**config.mk**
```make
export PLATFORM = sky130hd
export DESIGN_NAME = brick_state_table
export DESIGN_NICKNAME = d
export VERILOG_FILES = /design/src/rtl/brick_state_table.sv
export SDC_FILE = /design/constraint.sdc
export NUM_CORES = 1
export LEC_CHECK = 0
export BUFFER_PORTS_ARGS = -buffer_cell sky130_fd_sc_hd__buf_2
export CORE_MARGIN = 3
export CORE_UTILIZATION = 42
export CTS_BUF_LIST = sky130_fd_sc_hd__clkbuf_4 sky130_fd_sc_hd__clkbuf_8 sky130_fd_sc_hd__clkbuf_16
export CTS_CLUSTER_DIAMETER = 200
export CTS_CLUSTER_SIZE = 14
export DETAILED_ROUTE_END_ITERATION = 16
export SYNTH_ARGS = -nofsm -noshare
export SYNTH_HDL_FRONTEND = slang
export SYNTH_SLANG_ARGS = --single-unit
```
**constraint.sdc**
```tcl
create_clock -name clk_clk -period 10.3 [get_ports clk_clk]
set_input_delay 2.06 -clock clk_clk [delete_from_list [all_inputs] [get_ports clk_clk]]
set_output_delay 2.06 -clock clk_clk [all_outputs]
set_load 0.02 [all_outputs]
```
**src/rtl/brick_state_table.sv**
```systemverilog
// Alive/dead table for the playfield bricks: serves ball-physics queries (with optional
// kill), keeps the live-brick count, flags level completion and feeds a video read port.
module brick_state_table #(
    parameter int NB_BRIQUES = 320,
    parameter int ADR_W      = 9
) (
    input  logic             clk_clk,
    input  logic             reset_reset_n,
    input  logic             new_level,
    input  logic             qry_valid,
    input  logic [ADR_W-1:0] qry_adr,
    input  logic             qry_kill,
    output logic             ready,
    output logic             rsp_valid,
    output logic             brique_morte,
    output logic [ADR_W:0]   alive_count,
    output logic             level_clear,
    input  logic [ADR_W-1:0] vid_adr,
    output logic             vid_alive
);

    localparam int               DEPTH    = 2 ** ADR_W;
    localparam logic [ADR_W:0]   NB_CNT   = (ADR_W + 1)'(NB_BRIQUES);
    localparam logic [ADR_W-1:0] LAST_IDX = ADR_W'(NB_BRIQUES - 1);

    typedef enum logic [1:0] {
        ST_INIT,
        ST_IDLE,
        ST_READ,
        ST_RESP
    } state_e;

    state_e           state_q, state_d;
    logic [ADR_W-1:0] idx_q, idx_d;
    logic [ADR_W-1:0] adr_q, adr_d;
    logic             kill_q, kill_d;
    logic             bit_q, bit_d;
    logic             rsp_valid_q, rsp_valid_d;
    logic             brique_morte_q, brique_morte_d;
    logic [ADR_W:0]   alive_count_q, alive_count_d;
    logic             level_clear_q, level_clear_d;
    logic             vid_alive_q, vid_alive_d;

    logic             mem_q [DEPTH];
    logic             mem_we;
    logic [ADR_W-1:0] mem_wadr;
    logic             mem_wdata;

    // Addresses past the last brick exist in storage but must never read as alive.
    function automatic logic in_range(input logic [ADR_W-1:0] a);
        return {1'b0, a} < NB_CNT;
    endfunction

    always_comb begin
        // NOTE: every signal gets a default before any branch so no latch is inferred.
        state_d        = state_q;
        idx_d          = idx_q;
        adr_d          = adr_q;
        kill_d         = kill_q;
        bit_d          = bit_q;
        rsp_valid_d    = 1'b0;
        brique_morte_d = brique_morte_q;
        alive_count_d  = alive_count_q;
        mem_we         = 1'b0;
        mem_wadr       = idx_q;
        mem_wdata      = 1'b0;
        level_clear_d  = (alive_count_q == '0) && (state_q != ST_INIT);
        vid_alive_d    = (state_q != ST_INIT) && in_range(vid_adr) && mem_q[vid_adr];

        if (new_level) begin
            // Restart wins over everything, including an in-flight query.
            state_d       = ST_INIT;
            idx_d         = '0;
            alive_count_d = '0;
        end else begin
            unique case (state_q)
                ST_INIT: begin
                    mem_we    = 1'b1;
                    mem_wadr  = idx_q;
                    mem_wdata = 1'b1;
                    if (idx_q == LAST_IDX) begin
                        alive_count_d = NB_CNT;
                        idx_d         = '0;
                        state_d       = ST_IDLE;
                    end else begin
                        idx_d = idx_q + ADR_W'(1);
                    end
                end
                ST_IDLE: begin
                    if (qry_valid) begin
                        adr_d   = qry_adr;
                        kill_d  = qry_kill;
                        state_d = ST_READ;
                    end
                end
                ST_READ: begin
                    bit_d   = in_range(adr_q) && mem_q[adr_q];
                    state_d = ST_RESP;
                end
                ST_RESP: begin
                    rsp_valid_d    = 1'b1;
                    brique_morte_d = ~bit_q;
                    if (kill_q && bit_q) begin
                        mem_we        = 1'b1;
                        mem_wadr      = adr_q;
                        mem_wdata     = 1'b0;
                        alive_count_d = alive_count_q - (ADR_W + 1)'(1);
                    end
                    state_d = ST_IDLE;
                end
                default: state_d = ST_INIT;
            endcase
        end
    end

    // NOTE: sequential state uses non-blocking assignments so all registers update together.
    always_ff @(posedge clk_clk or negedge reset_reset_n) begin
        if (!reset_reset_n) begin
            state_q        <= ST_INIT;
            idx_q          <= '0;
            adr_q          <= '0;
            kill_q         <= 1'b0;
            bit_q          <= 1'b0;
            rsp_valid_q    <= 1'b0;
            brique_morte_q <= 1'b0;
            alive_count_q  <= '0;
            level_clear_q  <= 1'b0;
            vid_alive_q    <= 1'b0;
        end else begin
            state_q        <= state_d;
            idx_q          <= idx_d;
            adr_q          <= adr_d;
            kill_q         <= kill_d;
            bit_q          <= bit_d;
            rsp_valid_q    <= rsp_valid_d;
            brique_morte_q <= brique_morte_d;
            alive_count_q  <= alive_count_d;
            level_clear_q  <= level_clear_d;
            vid_alive_q    <= vid_alive_d;
        end
    end

    // NOTE: the array has no reset; INIT sweeps it and every read is gated until INIT ends.
    always_ff @(posedge clk_clk) begin
        if (mem_we) begin
            mem_q[mem_wadr] <= mem_wdata;
        end
    end

    assign ready        = (state_q == ST_IDLE);
    assign rsp_valid    = rsp_valid_q;
    assign brique_morte = brique_morte_q;
    assign alive_count  = alive_count_q;
    assign level_clear  = level_clear_q;
    assign vid_alive    = vid_alive_q;

endmodule
```
Yosys cells after proc, flatten, opt, wreduce, memory -nomap -nowiden

Memories as Yosys holds them, arrays and structs flattened.
Cells that the tools add are included.
Widths: inputs -> output; s select.

Register bits: 36
Bits in writable memories: 512
Output and inout bits: 15
Word-level logic and storage cells: 62
Memories: 1

Memory list:

| memory | depth | width | read ports | clocked after Yosys merged registers in | write ports | RTL line | RTL |
|---|---|---|---|---|---|---|---|
| mem_q  | 512   | 1     | 2          | 0                                       | 1           | 44       | `logic mem_q [DEPTH];` |

Add/sub/neg operators: 2
Magnitude comparators: 2
Equality and inequality tests: 7
Mux-type cells: 23
Bitwise operators: 2
Reduce and logical (&&, ||, !) cells: 15

Operator list:

| kind                  | count |
|---|---|
| $mux 9                | 6 |
| $mux 10               | 3 |
| $pmux 10 s2           | 1 |
| $lt 9x9->1 const B    | 2 |
| $logic_not 10->1      | 1 |
| $sub 10x1->10 const B | 1 |
| $add 9x1->9 const B   | 1 |
| $eq 9x9->1 const B    | 1 |
| $ne 3x3->1 const B    | 3 |
| $mux 1                | 8 |
| $pmux 2 s4            | 1 |
| $mux 2                | 3 |
| $reduce_and 2->1      | 3 |
| $reduce_and 3->1      | 2 |
| $logic_and 1x1->1     | 5 |
| $eq 2x2->1 const B    | 2 |
| $reduce_bool 2->1     | 2 |
| $reduce_bool 3->1     | 1 |
| $eq 2x1->1 const B    | 1 |
| $logic_not 2->1       | 1 |
| $not 1->1             | 2 |
| $pmux 1 s2            | 1 |

Logic depth before layout (Yosys ltp)

Word-level depth: 6
Depth in mapped cells: 10

Worst setup path before layout

OpenSTA, ideal clock, no wires.

Path type: in2reg
Start: input port new_level
End: register alive_count_q[4] (netlist: alive_count[4])
Setup time: 0.110 ns
Arrival time: 12.155 ns
Data required time: 10.190 ns
Slack: -1.966 ns
Stages: 7
Buffers on the path: 2
Cell sequence: buf_2 > nor2b_1 > o41ai_2 > o21ai_1 > clkbuf_1 > o21ai_0 > o41ai_1

Cells in the longest elaborated chain, start to end: 2
Elaborated cells between the ends (all ways): 5
Those cells by class: eq/ne (2); mux (1); reduce/logical (2)

RTL lines:

| what                                                             | RTL line | RTL |
|---|---|---|
| start: declaration                                               | 9        | `input logic new_level,` |
| $ne 3x3->1 (no source line) or $reduce_bool 3->1 (tied branches) | --       |  |
| $reduce_and 3->1 (no source line)                                | --       |  |
| end signal: assignment                                           | 137      | `alive_count_q <= alive_count_d;` |
| end: declaration                                                 | 40       | `logic [ADR_W:0] alive_count_q, alive_count_d;` |

Parallel ways exist; a longest one is shown, timed or not.
A chain may end at the register's enable or synchronous reset.

Worst setup path in the final report

Start: input port new_level
End: memory mem_q[16], enable pin

Cells in the longest elaborated chain, start to end: 3
Elaborated cells between the ends (all ways): 4
Those cells by class: mux (4)

RTL lines:

| what                         | RTL line | RTL |
|---|---|---|
| $mux 1                       | 70       | `if (new_level) begin` |
| $mux 1                       | 145      | `if (mem_we) begin` |
| $mux 1 (not written as such) | 146      | `mem_q[mem_wadr] <= mem_wdata;` |
| end: declaration             | 44       |  |

Parallel ways exist; a longest one is shown, timed or not.

==> impl.org <==
** Floorplanning
- Horizontal die dimension :: 215.9 um
- The die covers 0.04660 sq mm.
- 38 I/O pins were placed.
- FP Rows :: 76
- Effective utilization at floorplan :: 42.76%
- Std-Cell Core Area :: 0.04327 sq mm
- Vertical die dimension :: 215.9 um

** STA
- Setup violations remaining at the end of the flow were counted as 0.
- Setup repair after global routing missed its margin :: no
- Upper clock frequency limit :: 209.2 MHz
- Largest clock skew in the final design :: 0.01539 ns
- For the pin with the worst max-slew slack, the measured transition is 1.124 ns.
- Final count of pins violating max slew :: 0
- After routing, the total negative slack on setup checks comes to 0 ns.
- Headroom to the max-slew limit came out at 24.37%.
- Minimum clock period :: 4.780 ns
- The count of final hold-check violations is 0.
- The final critical path takes up 46.40% of the cycle.

** Setup path
- The worst setup path is captured at a register.
- Critical path data required time :: 10.60 ns
- Crit path DAT :: 5.08 ns
- In this run the worst path has a maximum fanout of 20.
- The setup path with the least slack is of type in -> reg.
- Critical Path Start Type :: primary input

** Clock network
- Clock sinks :: 356
- Counting the buffers created by CTS gives 29.
- No sink is reached through more buffers than the 3 on the longest clock path.
- After clock tree synthesis, the clock-pin slew on the worst setup and hold paths is 0.07 ns.
- CTS placed an instance of clkbuf_16 at the clock tree root.
- Number of gates given a new drive strength after cts :: 0
- In this run the post-CTS setup repair buffer count came out at 0.
- TritonCTS built the clock tree.
- The number of hold buffers added after CTS was 0.
- In this run the number of H-tree levels came out at 1.
- The clock reaches the later pin of the worst-skew pair after 0.60 ns.

** Yosys
- The most used flip-flop cell after synthesis is edfxtp_1.
- Flip-flop and latch count after synthesis :: 356
- Cell type with the largest total area after synthesis :: edfxtp_1
- The top cell type by area accounts for 51.94% of the synthesized area.
- Mapped Nets :: 1404
- Sequential share of the synthesized area :: 56.81%
- Fraction of registers with async set or reset after synthesis :: 10.11%
- Each instance of the synthesized netlist takes up on average 13.45 sq um.
- In the synthesized netlist, the number of instances is 1375.
- Synth top area cells :: edfxtp_1, mux4_2, nor2_1
- Synth warn :: 0
- In this run, synthesis inferred 320 flip-flops with an integrated enable.
- The cell area that synthesis handed to floorplanning was 0.01850 sq mm.
- Number of distinct standard cells referenced by the synthesized netlist :: 65

** Cells and area
- Final-layout fill cell count :: 3853
- Of the cells placed in the final design, the portion with a size suffix greater than 1 is 22.35%.
- Nets@finish :: 1362
- From synthesis to final layout, the design area changed by 7.750%.
- Final core area utilization :: 46.07%
- Leaving out fill and tap cells, the most frequent cells in the layout are nor2_1, edfxtp_1, mux4_2, nand2_1, a22oi_1.
- The number of antenna diodes in the final layout is 0.
- The multi-input combinational cells in the finished layout cover a total of 0.007264 sq mm.
- Most common library cell in the layout ignoring fill and taps :: nor2_1
- Footprint of the flip-flops and latches :: 0.01052 sq mm

** Global routing
- Total global routing overflow :: 0
- GRT Resource Usage Total :: 21.77%
- The number of global-route vias before repair is 11929.
- Maximum number of pins on one net before global-route repair :: 323
- The initial antenna violation count is 0.
- Global-route wire length before repair :: 76330 um

** Detailed routing
- Via count :: 11979
- The detailed router finished its first iteration with 1456 violations.
- Ratio of routed vias to standard cells :: 6.172
- Dividing the detail-routed wire length by the instance count gives 26.19 um.
- DRC errors left :: 0
- First drt pass iteration count :: 5
- The count of nets left with antenna violations once routing finished came out at 0.
- WL final :: 50830 um

** Pwr
- Power Density :: 212.3 mW/mm^2
- Summed over all cells, the static leakage comes to 6.181 nW.
- The worst-case IR drop observed on VDD is 0.1357 mV.

** Placement
- Placer Congestion :: 0.8338
- The count of buffers added on input and output ports is 37.
- Half-perimeter wire length after detailed placement :: 30210 um

** Min path
- Class of the most critical hold timing path :: reg -> reg

** Status
- The run finished with clean final reports.

** Flow run
- The tool flagged a number of max-cap violations equal to 0.
==> sequential cells by signal, summed over array words and instances, names as in the netlist <==
| register | flops |
|---|---|
| mem_q | 320 |
| alive_count | 10 |
| adr_q | 9 |
| idx_q | 9 |
| state_q | 2 |
| bit_q | 1 |
| brique_morte | 1 |
| kill_q | 1 |
| level_clear | 1 |
| rsp_valid | 1 |
| vid_alive | 1 |
==> metrics by stage <==
step           std cells  setup slack [ns]  area (sq um)  power [mW]  hold WS (ns)
3_3_place_gp        1886             4.955         18980       3.119        0.4717
2_1_floorplan       1375             1.906         18500       2.771        0.4927
5_1_grt             1941             5.356         19930       4.399        0.5041
4_1_cts             1940             5.589         19910       4.245        0.4941
3_5_place_dp        1886             4.969         18980       3.127        0.4783
6_report            1941             5.521         19930       4.233        0.4917
==> logic make-up (layout without fill, tap and decap cells) <==
logic type,after synthesis,after routing,synth area share [%]
and+or+nand+nor,514,514,11.90
AOI/OAI and AO/OA,162,162,6.189
buffers and inverters,154,135,3.963
xor gates and xnor gates,1,1,0.04735
adders and majority gates,6,6,0.4058
muxes,182,182,20.68
DFF,356,356,56.81
==> critical path, stage by stage <==
cell and delay, ns:
buf_2 0.22, nand4b_1 0.75, o21ai_1 1.07, nand2_1 0.66
nor2_1 0.30
==> layout make-up <==
class                           instances  area share (%)
Clock buffer                           52           4.507
Clock inverter                          2          0.1444
Multi-Input combinational cell        865           36.44
Timing Repair Buffer                   65           2.172
Inverter                               16          0.3013
Tap cell                              585           3.672
Sequential cell                       356           52.76
==> where the power goes <==
group	switching (mW)	internal, mW	total (mW)	leakage [nW]
combinational	0.735	0.509	1.24	2.32
clock	0.530	0.595	1.13	0.478
sequential	0.127	1.74	1.86	3.38
total	1.39	2.84	4.23	6.18
==> synth_stat cells (all sizes together) (7+ instances only) <==
master	instances
nor2b	14
nand2	56
nand3b	10
buf	48
mux2	16
edfxtp	320
inv	16
mux2i	8
mux4	158
a22oi	39
and2	7
a221oi	8
o21ai	29
nand4	7
a21oi	18
clkbuf	90
o22ai	16
nor2	358
nand3	12
o31ai	7
nand2b	16
dfrtp	36
a22o	11
==> worst paths after layout <==
| path | from | end | slack, ns | cells past startpoint |
|---|---|---|---|---|
| worst max-delay path | new_level | mem_q[16] | 5.52 | 5 |
| worst min-delay path | alive_count[9] | level_clear | 0.49 | 1 |
| worst max register to register | adr_q[0] | bit_q | 6.30 | 7 |
| worst min register to register | alive_count[9] | level_clear | 0.49 | 1 |
| max in group asynchronous | reset_reset_n | adr_q[1] | 8.08 | 1 |
| min in group asynchronous | reset_reset_n | alive_count[2] | 1.58 | 1 |
==> metal layers <==
metal	global-route usage (%)	vias to the layer above	wire length, um
met5	0	-	0
met4	5.530	0	1424
met3	4.140	94	4599
met2	34.38	558	23740
met1	31.38	6189	21070
li1	-	5138	-
Power figures use the tool's default switching activity.
